--- src/rtl/rv_pkg.sv ---
// Shared RV32I encoding constants, request payload and loader state types.
package rv_pkg;

  localparam int unsigned XLEN   = 32;
  localparam int unsigned KIND_W = 4;
  localparam int unsigned REG_W  = 5;

  localparam logic [6:0] OP_R      = 7'b0110011;
  localparam logic [6:0] OP_IMM    = 7'b0010011;
  localparam logic [6:0] OP_LOAD   = 7'b0000011;
  localparam logic [6:0] OP_STORE  = 7'b0100011;
  localparam logic [6:0] OP_BRANCH = 7'b1100011;
  localparam logic [6:0] OP_JAL    = 7'b1101111;
  localparam logic [6:0] OP_JALR   = 7'b1100111;
  localparam logic [6:0] OP_LUI    = 7'b0110111;
  localparam logic [6:0] OP_AUIPC  = 7'b0010111;

  typedef enum logic [KIND_W-1:0] {
    K_R      = 4'd0,
    K_OPIMM  = 4'd1,
    K_LOAD   = 4'd2,
    K_STORE  = 4'd3,
    K_BRANCH = 4'd4,
    K_JAL    = 4'd5,
    K_JALR   = 4'd6,
    K_LUI    = 4'd7,
    K_AUIPC  = 4'd8
  } kind_e;

  typedef enum logic [2:0] {
    S_IDLE,
    S_ACCEPT,
    S_WRITE,
    S_DONE,
    S_ERR
  } state_e;

  // Raw kind is kept as plain bits so illegal codes 9-15 stay representable.
  typedef struct packed {
    logic [KIND_W-1:0] kind;
    logic [2:0]        funct3;
    logic              f7b5;
    logic [REG_W-1:0]  rd;
    logic [REG_W-1:0]  rs1;
    logic [REG_W-1:0]  rs2;
    logic [XLEN-1:0]   imm;
  } enc_req_t;

endpackage

--- src/rtl/rv_encode.sv ---
// Combinational RV32I field-level encoder; flags unknown kinds and misaligned branch/jump targets.
module rv_encode
  import rv_pkg::*;
(
  input  enc_req_t          req,
  output logic [XLEN-1:0]   word_c,
  output logic              illegal_c
);

  always_comb begin
    word_c    = '0;
    illegal_c = 1'b0;
    case (req.kind)
      K_R:
        word_c = {1'b0, req.f7b5, 5'b0, req.rs2, req.rs1, req.funct3, req.rd, OP_R};
      K_OPIMM: begin
        // Shift-immediate forms carry shamt plus the SRAI selector bit.
        if (req.funct3[1:0] == 2'b01)
          word_c = {1'b0, req.f7b5, 5'b0, req.imm[4:0], req.rs1, req.funct3, req.rd, OP_IMM};
        else
          word_c = {req.imm[11:0], req.rs1, req.funct3, req.rd, OP_IMM};
      end
      K_LOAD:
        word_c = {req.imm[11:0], req.rs1, req.funct3, req.rd, OP_LOAD};
      K_STORE:
        word_c = {req.imm[11:5], req.rs2, req.rs1, req.funct3, req.imm[4:0], OP_STORE};
      K_BRANCH: begin
        illegal_c = req.imm[0];
        word_c = {req.imm[12], req.imm[10:5], req.rs2, req.rs1, req.funct3,
                  req.imm[4:1], req.imm[11], OP_BRANCH};
      end
      K_JAL: begin
        illegal_c = req.imm[0];
        word_c = {req.imm[20], req.imm[10:1], req.imm[11], req.imm[19:12], req.rd, OP_JAL};
      end
      K_JALR:
        word_c = {req.imm[11:0], req.rs1, 3'b000, req.rd, OP_JALR};
      K_LUI:
        word_c = {req.imm[31:12], req.rd, OP_LUI};
      K_AUIPC:
        word_c = {req.imm[31:12], req.rd, OP_AUIPC};
      default:
        illegal_c = 1'b1;
    endcase
  end

endmodule

--- src/rtl/instr_encoder_loader.sv ---
// Program loader: encodes handshaken field-level requests and writes them to consecutive
// instruction-memory words, one instruction per two cycles at most.
module instr_encoder_loader
  import rv_pkg::*;
#(
  parameter int unsigned AW    = 8,
  parameter int unsigned DEPTH = 256
) (
  input  logic            clk,
  input  logic            rst_n,
  input  logic            start,
  input  logic            stop,
  input  logic [AW-1:0]   base_addr,
  input  logic            req_valid,
  output logic            req_ready,
  input  logic [3:0]      req_kind,
  input  logic [2:0]      req_funct3,
  input  logic            req_f7b5,
  input  logic [4:0]      req_rd,
  input  logic [4:0]      req_rs1,
  input  logic [4:0]      req_rs2,
  input  logic [31:0]     req_imm,
  output logic            im_we,
  output logic [AW-1:0]   im_addr,
  output logic [31:0]     im_wdata,
  output logic [AW:0]     count,
  output logic            busy,
  output logic            done,
  output logic            error
);

  localparam int unsigned CW = AW + 1;

  state_e          state_q, state_d;
  logic [AW-1:0]   addr_q, addr_d;
  logic [CW-1:0]   count_q, count_d;
  logic [31:0]     word_q, word_d;
  logic            stop_seen_q, stop_seen_d;
  logic            req_ready_q, req_ready_d;
  logic            im_we_q, im_we_d;
  logic            busy_q, busy_d;
  logic            done_q, done_d;
  logic            error_q, error_d;

  enc_req_t        enc_req;
  logic [31:0]     enc_word_c;
  logic            enc_illegal_c;
  logic [CW-1:0]   count_inc;

  assign enc_req = '{kind: req_kind, funct3: req_funct3, f7b5: req_f7b5,
                     rd: req_rd, rs1: req_rs1, rs2: req_rs2, imm: req_imm};

  rv_encode u_encode (
    .req       (enc_req),
    .word_c    (enc_word_c),
    .illegal_c (enc_illegal_c)
  );

  assign count_inc = count_q + CW'(1);

  // Next-state and registered-output decode.
  always_comb begin
    state_d     = state_q;
    addr_d      = addr_q;
    count_d     = count_q;
    word_d      = word_q;
    stop_seen_d = stop_seen_q;
    case (state_q)
      S_IDLE, S_DONE, S_ERR: begin
        if (start) begin
          state_d     = S_ACCEPT;
          addr_d      = base_addr;
          count_d     = '0;
          stop_seen_d = 1'b0;
        end
      end
      S_ACCEPT: begin
        if (req_valid) begin
          if (enc_illegal_c) begin
            state_d = S_ERR;
          end else begin
            word_d      = enc_word_c;
            stop_seen_d = stop;
            state_d     = S_WRITE;
          end
        end else if (stop) begin
          state_d = S_DONE;
        end
      end
      S_WRITE: begin
        addr_d      = addr_q + AW'(1);
        count_d     = count_inc;
        stop_seen_d = 1'b0;
        if (count_inc == CW'(DEPTH) || stop_seen_q || stop)
          state_d = S_DONE;
        else
          state_d = S_ACCEPT;
      end
      default: state_d = S_IDLE;
    endcase

    req_ready_d = (state_d == S_ACCEPT);
    im_we_d     = (state_d == S_WRITE);
    busy_d      = (state_d == S_ACCEPT) || (state_d == S_WRITE);
    done_d      = (state_d == S_DONE);
    error_d     = (state_d == S_ERR);
  end

  always_ff @(posedge clk or negedge rst_n) begin
    if (!rst_n) begin
      state_q     <= S_IDLE;
      addr_q      <= '0;
      count_q     <= '0;
      word_q      <= '0;
      stop_seen_q <= 1'b0;
      req_ready_q <= 1'b0;
      im_we_q     <= 1'b0;
      busy_q      <= 1'b0;
      done_q      <= 1'b0;
      error_q     <= 1'b0;
    end else begin
      state_q     <= state_d;
      addr_q      <= addr_d;
      count_q     <= count_d;
      word_q      <= word_d;
      stop_seen_q <= stop_seen_d;
      req_ready_q <= req_ready_d;
      im_we_q     <= im_we_d;
      busy_q      <= busy_d;
      done_q      <= done_d;
      error_q     <= error_d;
    end
  end

  assign req_ready = req_ready_q;
  assign im_we     = im_we_q;
  assign im_addr   = addr_q;
  assign im_wdata  = word_q;
  assign count     = count_q;
  assign busy      = busy_q;
  assign done      = done_q;
  assign error     = error_q;

endmodule
--- config.mk ---
export PLATFORM = sky130hd
export DESIGN_NAME = instr_encoder_loader
export DESIGN_NICKNAME = d
export VERILOG_FILES = /design/src/rtl/rv_pkg.sv /design/src/rtl/rv_encode.sv /design/src/rtl/instr_encoder_loader.sv
export SDC_FILE = /design/constraint.sdc
export NUM_CORES = 1
export LEC_CHECK = 0
export CORE_UTILIZATION = 49
export CTS_BUF_LIST = sky130_fd_sc_hd__clkbuf_2 sky130_fd_sc_hd__clkbuf_4 sky130_fd_sc_hd__clkbuf_8
export DETAILED_ROUTE_END_ITERATION = 10
export PLACE_DENSITY = 0.92
export SETUP_SLACK_MARGIN = 0.4
export SLEW_MARGIN = 20
export SYNTH_ARGS = -nofsm -noshare
export SYNTH_HDL_FRONTEND = slang
export SYNTH_SLANG_ARGS = --single-unit
--- constraint.sdc ---
create_clock -name clk -period 2.77 [get_ports clk]
set_clock_uncertainty 0.05 [all_clocks]
set_input_delay 0.4155 -clock clk [delete_from_list [all_inputs] [get_ports clk]]
set_output_delay 0.4155 -clock clk [all_outputs]
set_load 0.05 [all_outputs]
==> flow_results.xml, run 1 <==
<?xml version="1.0" encoding="UTF-8"?>
<metrics>
  <group name="status">
    <metric name="status" unit="">finished, final reports clean</metric>
  </group>
  <group name="routing">
    <metric name="post_drt_via_cell_ratio" unit="">5.87</metric>
    <metric name="post_route_drc" unit="">0</metric>
    <metric name="ant_nets" unit="">0</metric>
    <metric name="detailedRoute.firstIterationViolations" unit="">177</metric>
    <metric name="dr_vias" unit="">3229</metric>
    <metric name="drt_pre_antenna_iters" unit="">5</metric>
    <metric name="wire_per_inst" unit="um">16.5</metric>
    <metric name="totalWireLength" unit="mm">9.06</metric>
  </group>
  <group name="global_routing">
    <metric name="wire_length_of_the_first_global_routing_pass" unit="mm">13.7</metric>
    <metric name="vias_in_the_first_global_route" unit="">2974</metric>
    <metric name="total_grt_overflow" unit="">0</metric>
    <metric name="grt_antenna_before_repair" unit="">0</metric>
    <metric name="grt_start_max_net_pins" unit="">58</metric>
    <metric name="gr-usage-all-layers" unit="%">27.1</metric>
  </group>
  <group name="clock_tree">
    <metric name="cts_made_buffers" unit="">9</metric>
    <metric name="clock_insertion_delay_worst_skew" unit="ns">0.33</metric>
    <metric name="ctsHoldBuffers" unit="">0</metric>
    <metric name="clock_sinks" unit="">57</metric>
    <metric name="cts_buffer_depth" unit="">2</metric>
    <metric name="htree_num_levels" unit="">3</metric>
    <metric name="tritoncts_clock_tree" unit="">done</metric>
    <metric name="clock_tree.root_cell" unit="">clkbuf_8</metric>
    <metric name="post-cts-setup-buffer-count" unit="">0</metric>
    <metric name="post_cts.resized_instances" unit="">0</metric>
    <metric name="worst_setup_hold_path_clk_slew" unit="ns">0.07</metric>
  </group>
  <group name="sta">
    <metric name="finalHoldViolations" unit="">0</metric>
    <metric name="final.setup.tns" unit="ns">0</metric>
    <metric name="minimum_clock_period_after_layout" unit="ns">2.25</metric>
    <metric name="max_clock_freq" unit="MHz">445</metric>
    <metric name="post-route-worst-setup-slack" unit="ns">0.522</metric>
    <metric name="post_route_worst_hold_slack" unit="ns">0.163</metric>
    <metric name="rsz0062_at_grt" unit="">no</metric>
    <metric name="timing.final.crit_share" unit="%">81.2</metric>
    <metric name="worst-slew-pin-transition" unit="ns">0.688</metric>
    <metric name="timing.slew.headroom" unit="%">54.1</metric>
    <metric name="maxSlewViolCount" unit="">0</metric>
    <metric name="setup_viol_count_final" unit="">0</metric>
  </group>
  <group name="layout">
    <metric name="final_cell_mix" unit="">clkdlybuf4s50_1 (120), dfrtp_1 (57), nand2_1 (46), o21ai_0 (46), nor2_1 (25)</metric>
    <metric name="design.final.nets" unit="">541</metric>
    <metric name="insertedDiodeCount" unit="">0</metric>
    <metric name="fin_cells" unit="">550</metric>
    <metric name="area_growth_from_synthesis_to_layout" unit="%">45.2</metric>
    <metric name="final_common_cell" unit="">clkdlybuf4s50_1</metric>
    <metric name="final_layout_size_suffix_gt1_share" unit="%">7.79</metric>
    <metric name="final_design_area_no_fill" unit="mm2">0.00459</metric>
    <metric name="utilization" unit="%">75.7</metric>
    <metric name="filler_cell_count" unit="">417</metric>
  </group>
  <group name="floorplan">
    <metric name="initial_utilization" unit="%">52.2</metric>
    <metric name="die-height" unit="um">82.3</metric>
    <metric name="ios" unit="">122</metric>
    <metric name="die_width" unit="um">82.3</metric>
    <metric name="die-area" unit="mm2">0.00678</metric>
    <metric name="rows" unit="">28</metric>
    <metric name="core_region_area" unit="mm2">0.00606</metric>
  </group>
  <group name="flow_run">
    <metric name="max_cap_violations" unit="">0</metric>
  </group>
  <group name="pwr">
    <metric name="power.static_leakage" unit="nW">1.90</metric>
    <metric name="power-per-cell-area" unit="mW/mm2">1020</metric>
    <metric name="design_power" unit="mW">4.68</metric>
    <metric name="irDropWorstVdd" unit="mV">0.688</metric>
  </group>
  <group name="critical_path">
    <metric name="worst_ep_required_time" unit="ns">2.97</metric>
    <metric name="critPathMaxFanout" unit="">19</metric>
    <metric name="worst_r2r_path_depth" unit="">5</metric>
    <metric name="ff2ff_setup_slack" unit="ns">0.70</metric>
    <metric name="timing.critical_path.to_type" unit="">flop</metric>
    <metric name="timing.critical_path.slowest_cell_delay" unit="ns">0.60</metric>
    <metric name="reg2reg_to" unit="">im_wdata[7]</metric>
    <metric name="crit_arrival" unit="ns">2.45</metric>
    <metric name="timing.critical_path.cells" unit="">clkdlybuf4s50_1, buf_4, or4b_4, o21ai_2, a32o_1, a31oi_1, o21ai_0</metric>
    <metric name="critical_path.startpoint_type" unit="">input pin</metric>
    <metric name="ff_to_ff_start" unit="">state_q[2]</metric>
    <metric name="cp-endpoint" unit="">im_wdata[30]</metric>
    <metric name="crit_path_start" unit="">req_kind[3]</metric>
    <metric name="worst-setup-path-type" unit="">in -&gt; reg</metric>
    <metric name="crit_slowest_cell" unit="">clkdlybuf4s50_1</metric>
  </group>
  <group name="logic_synthesis">
    <metric name="syn_inst" unit="">353</metric>
    <metric name="synth-edff-count" unit="">0</metric>
    <metric name="synth.yosys.seq_area_share" unit="%">45.1</metric>
    <metric name="synth-main-ff-cell" unit="">dfrtp_1</metric>
    <metric name="synth_nets" unit="">423</metric>
    <metric name="synthesis_warning_total" unit="">0</metric>
    <metric name="syn-cell-area" unit="mm2">0.00316</metric>
    <metric name="share_of_flip_flops_with_an_asynchronous_set_or_reset_after_synthesis" unit="%">100</metric>
    <metric name="ys_seq_elements" unit="">57</metric>
    <metric name="post_synth.cell_area_avg" unit="um2">8.96</metric>
    <metric name="post_synth_num_cell_types" unit="">50</metric>
  </group>
  <group name="placed_design">
    <metric name="detailedPlacementHpwl" unit="mm">6.49</metric>
    <metric name="finalWeightedCongestion" unit="">0.802</metric>
    <metric name="pre_cts_ws" unit="ns">0.233</metric>
    <metric name="port-buffer-count" unit="">121</metric>
    <metric name="dpl_cells" unit="">535</metric>
    <metric name="dpl-instance-area" unit="mm2">0.00439</metric>
  </group>
  <group name="hold_path">
    <metric name="timing.hold.worst.class" unit="">in -&gt; async</metric>
  </group>
</metrics>
worst max-delay path, delay by kind of cell:
family,cells,cell delay [ns]
buf+inv,2,0.87
simple gates,1,0.51
compound gates,4,0.64
where the power goes:
group          switching (mW)  leakage [nW]  total (mW)  internal (mW)
Combinational            1.64          1.07        2.52          0.878
Sequential              0.230         0.724        1.37           1.14
Clock                   0.327         0.106       0.793          0.467
registers in the layout, summed over array words and instances, names as in the netlist:
| name | flops |
|---|---|
| busy | 1 |
| im_addr | 8 |
| stop_seen_q | 1 |
| done | 1 |
| count | 9 |
| im_wdata | 31 |
| req_ready | 1 |
| error | 1 |
| state_q | 3 |
| im_we | 1 |
synth_stat cells (all sizes together) (7+ instances only):
cell type | number | area (um2)
a21oi | 21 | 105
clkbuf | 7 | 26.3
nand2 | 46 | 173
buf | 15 | 104
a32oi | 11 | 96.3
o21ai | 49 | 257
a31oi | 8 | 50.1
inv | 12 | 45.0
nor2 | 27 | 111
nand3 | 13 | 65.1
a22oi | 10 | 75.1
nand2b | 10 | 62.6
dfrtp | 57 | 1430
cell families (layout without fill, tap and decap cells):
family / after synthesis / after routing / share of synthesized area (%)
flip-flops: 57 / 57 / 45.1
AO/OA/AOI/OAI: 131 / 131 / 27.0
XOR/XNOR: 3 / 3 / 0.831
AND/OR/NAND/NOR: 117 / 117 / 17.9
adder cells (fa/ha/maj): 2 / 2 / 0.791
multiplexers: 8 / 8 / 2.65
buffers and inverters: 35 / 157 / 5.66
layer usage:
layer  up-vias  global-route usage, %  wire (um)
met3        30                   7.36        613
met5         -                      0          0
li1       1540                      -          -
met1      1524                   33.3       3740
met2       135                   42.8       4410
met4         0                   15.4        292
worst min path at each step:
| stage | cells past startpoint | to | slack, ns | from |
|---|---|---|---|---|
| 2_1_floorplan | 0 | busy | 0.07 | rst_n |
| 3_3_place_gp | 2 | im_wdata[27] | 0.41 | im_wdata[27] |
| 3_5_place_dp | 2 | im_wdata[29] | 0.42 | im_wdata[29] |
| 4_1_cts | 2 | im_addr[1] | 0.19 | rst_n |
| 5_1_grt | 2 | im_addr[1] | 0.24 | rst_n |
| 6_report | 2 | im_addr[1] | 0.16 | rst_n |
final cells by class:
cell class                 count  area, um2  area share (%)
clock inverter                 3       40.0           0.872
sequential                    57       1430            31.1
clock buffer                  12        159            3.46
tap                           75       93.8            2.04
multi-input combinational    261       1560            33.9
timing repair buffer         129       1270            27.6
inverter                      13       48.8            1.06
No activity file was read; power rests on OpenSTA's default activity.
==> run 2: changes to the inputs <==
- CORE_UTILIZATION: 49 -> 46
- PLACE_DENSITY: 0.92 -> 0.88
- clock period: 2.77 -> 2.3 ns (I/O delays scaled with it)
==> flow_results.xml, run 2 (synthesis results as in run 1) <==
<?xml version="1.0" encoding="UTF-8"?>
<metrics>
  <group name="clock_tree">
    <metric name="cts_buffer_depth" unit="">2</metric>
    <metric name="worst_setup_hold_path_clk_slew" unit="ns">0.07</metric>
    <metric name="htree_num_levels" unit="">3</metric>
    <metric name="post-cts-setup-buffer-count" unit="">0</metric>
    <metric name="clock_insertion_delay_worst_skew" unit="ns">0.35</metric>
    <metric name="clock_sinks" unit="">57</metric>
    <metric name="clock_tree.root_cell" unit="">clkbuf_8</metric>
    <metric name="cts_made_buffers" unit="">9</metric>
    <metric name="tritoncts_clock_tree" unit="">done</metric>
  </group>
  <group name="routing">
    <metric name="wire_per_inst" unit="um">16.1</metric>
    <metric name="drt_pre_antenna_iters" unit="">8</metric>
    <metric name="detailedRoute.firstIterationViolations" unit="">213</metric>
    <metric name="totalWireLength" unit="mm">9.16</metric>
    <metric name="ant_nets" unit="">0</metric>
    <metric name="post_drt_via_cell_ratio" unit="">5.86</metric>
    <metric name="post_route_drc" unit="">6</metric>
    <metric name="dr_vias" unit="">3327</metric>
  </group>
  <group name="global_routing">
    <metric name="wire_length_of_the_first_global_routing_pass" unit="mm">15.0</metric>
    <metric name="gr-usage-met3" unit="%">5.74</metric>
    <metric name="busiest_layer" unit="">met2</metric>
    <metric name="total_grt_overflow" unit="">0</metric>
    <metric name="gr-usage-all-layers" unit="%">26.6</metric>
    <metric name="grt_start_max_net_pins" unit="">38</metric>
    <metric name="vias_in_the_first_global_route" unit="">3180</metric>
    <metric name="global_route.usage.met1" unit="%">33.0</metric>
    <metric name="grt_antenna_before_repair" unit="">0</metric>
    <metric name="grt_use_met2" unit="%">45.6</metric>
  </group>
  <group name="layout">
    <metric name="final_common_cell" unit="">clkdlybuf4s50_1</metric>
    <metric name="multi_input_area" unit="mm2">0.00156</metric>
    <metric name="final_cell_mix" unit="">clkdlybuf4s50_1 (69), dfrtp_1 (55), dlygate4sd2_1 (47)</metric>
    <metric name="utilization" unit="%">72.7</metric>
    <metric name="final_design_area_no_fill" unit="mm2">0.00472</metric>
    <metric name="layout.area.seq" unit="mm2">0.00143</metric>
    <metric name="design.final.nets" unit="">556</metric>
    <metric name="filler_cell_count" unit="">496</metric>
    <metric name="largest_register_ffs" unit="">31</metric>
    <metric name="final_layout_size_suffix_gt1_share" unit="%">11.0</metric>
    <metric name="area_growth_from_synthesis_to_layout" unit="%">49.4</metric>
    <metric name="insertedDiodeCount" unit="">0</metric>
    <metric name="fin_cells" unit="">568</metric>
  </group>
  <group name="floorplan">
    <metric name="ios" unit="">122</metric>
    <metric name="rows" unit="">29</metric>
    <metric name="die_width" unit="um">84.9</metric>
    <metric name="initial_utilization" unit="%">48.7</metric>
    <metric name="core_region_area" unit="mm2">0.00649</metric>
    <metric name="die-height" unit="um">84.9</metric>
    <metric name="die-area" unit="mm2">0.00721</metric>
  </group>
  <group name="critical_path">
    <metric name="crit_arrival" unit="ns">1.47</metric>
    <metric name="timing.critical_path.to_type" unit="">primary output</metric>
    <metric name="timing.critical_path.cells" unit="">clkdlybuf4s50_1</metric>
    <metric name="timing.critical_path.buf_inv" unit="">1</metric>
    <metric name="critical_path.startpoint_type" unit="">flop</metric>
    <metric name="crit_slowest_cell" unit="">clkdlybuf4s50_1</metric>
    <metric name="worst_ep_required_time" unit="ns">1.90</metric>
    <metric name="critPathMaxFanout" unit="">1</metric>
    <metric name="ff2ff_setup_slack" unit="ns">0.50</metric>
    <metric name="worst-setup-path-type" unit="">reg -&gt; out</metric>
    <metric name="path_delay_family" unit="">buffers and inverters</metric>
    <metric name="timing.critical_path.slowest_cell_delay" unit="ns">0.80</metric>
  </group>
  <group name="pwr">
    <metric name="switching_share" unit="%">47.8</metric>
    <metric name="sequentialPowerShare" unit="%">29.6</metric>
    <metric name="power.static_leakage" unit="nW">2.18</metric>
    <metric name="power.share.clock" unit="%">19.3</metric>
    <metric name="power-per-cell-area" unit="mW/mm2">1190</metric>
    <metric name="cell_internal_pwr" unit="mW">2.94</metric>
    <metric name="power.share.combinational" unit="%">51.1</metric>
    <metric name="irDropWorstVdd" unit="mV">0.812</metric>
    <metric name="p_sw" unit="mW">2.69</metric>
  </group>
  <group name="sta">
    <metric name="timing.final.crit_share" unit="%">81.0</metric>
    <metric name="setup_viol_count_final" unit="">0</metric>
    <metric name="worst-slew-pin-transition" unit="ns">0.658</metric>
    <metric name="finalHoldViolations" unit="">0</metric>
    <metric name="minimum_clock_period_after_layout" unit="ns">1.86</metric>
    <metric name="maxSlewViolCount" unit="">0</metric>
    <metric name="max_clock_freq" unit="MHz">537</metric>
    <metric name="rsz0062_at_grt" unit="">yes</metric>
    <metric name="post_route_worst_hold_slack" unit="ns">0.428</metric>
    <metric name="final.setup.tns" unit="ns">0</metric>
    <metric name="timing.slew.headroom" unit="%">56.0</metric>
  </group>
  <group name="placed_design">
    <metric name="finalWeightedCongestion" unit="">0.897</metric>
    <metric name="detailedPlacementHpwl" unit="mm">6.73</metric>
    <metric name="dpl_cells" unit="">551</metric>
    <metric name="dpl-instance-area" unit="mm2">0.00453</metric>
    <metric name="port-buffer-count" unit="">121</metric>
  </group>
  <group name="hold_path">
    <metric name="timing.hold.worst.class" unit="">reg -&gt; reg</metric>
  </group>
  <group name="status">
    <metric name="status" unit="">finished with violations</metric>
    <metric name="violations" unit="">DRC</metric>
  </group>
  <group name="flow_run">
    <metric name="max_cap_violations" unit="">0</metric>
  </group>
</metrics>
## run 2: metal layers
metal | wire, um | vias to the layer above | part of all wire [%]
met5 | 0 | - | 0
met4 | 138 | 0 | 1.5
met2 | 4550 | 162 | 50
met3 | 752 | 12 | 8.2
met1 | 3720 | 1585 | 41
li1 | - | 1568 | -
## run 2: timing repair
| action | 4_1_cts | 5_1_grt |
|---|---|---|
| gates resized for setup | 47 | 8 |
| cloned | 0 | 0 |
| hold buffers | 1 | 0 |
| endpoints found under the hold margin | 20 | 0 |
| endpoints found under the setup margin | 47 | 26 |
## run 2: layout make-up
cell class | count | area share, %
clock buffers | 11 | 3.20
clock inverters | 5 | 1.64
inverters | 13 | 1.03
multi-input cells | 261 | 32.9
flip-flops and latches | 57 | 30.2
well taps | 77 | 2.04
repair buffers | 144 | 28.9
## run 2: path summary, 6_finish.rpt
check	startpoint	cells after the start	endpoint
hold reg to reg	im_wdata[6]	1	im_wdata[6]
setup / recovery	done	1	done
max in group asynchronous	rst_n	3	state_q[2]
hold / removal	im_wdata[6]	1	im_wdata[6]
min in group asynchronous	rst_n	2	count[3]
setup reg to reg	state_q[0]	7	im_wdata[20]
## run 2: per-stage QoR
stage	power, mW	setup slack [ns]
after CTS	5.63	0.401
after global routing	5.89	0.384
final	5.62	0.437
after global placement	4.68	0.142
after detailed placement	4.75	0.129
after floorplan	3.63	0.443
## run 2: power groups by stage
stage	Combinational, mW	Clock, mW	Sequential (mW)
floorplan	0.831	0	2.80
global placement	3.01	0	1.66
detailed placement	3.08	0	1.68
CTS	2.88	1.09	1.66
global route	3.04	1.14	1.71
finish	2.87	1.09	1.66
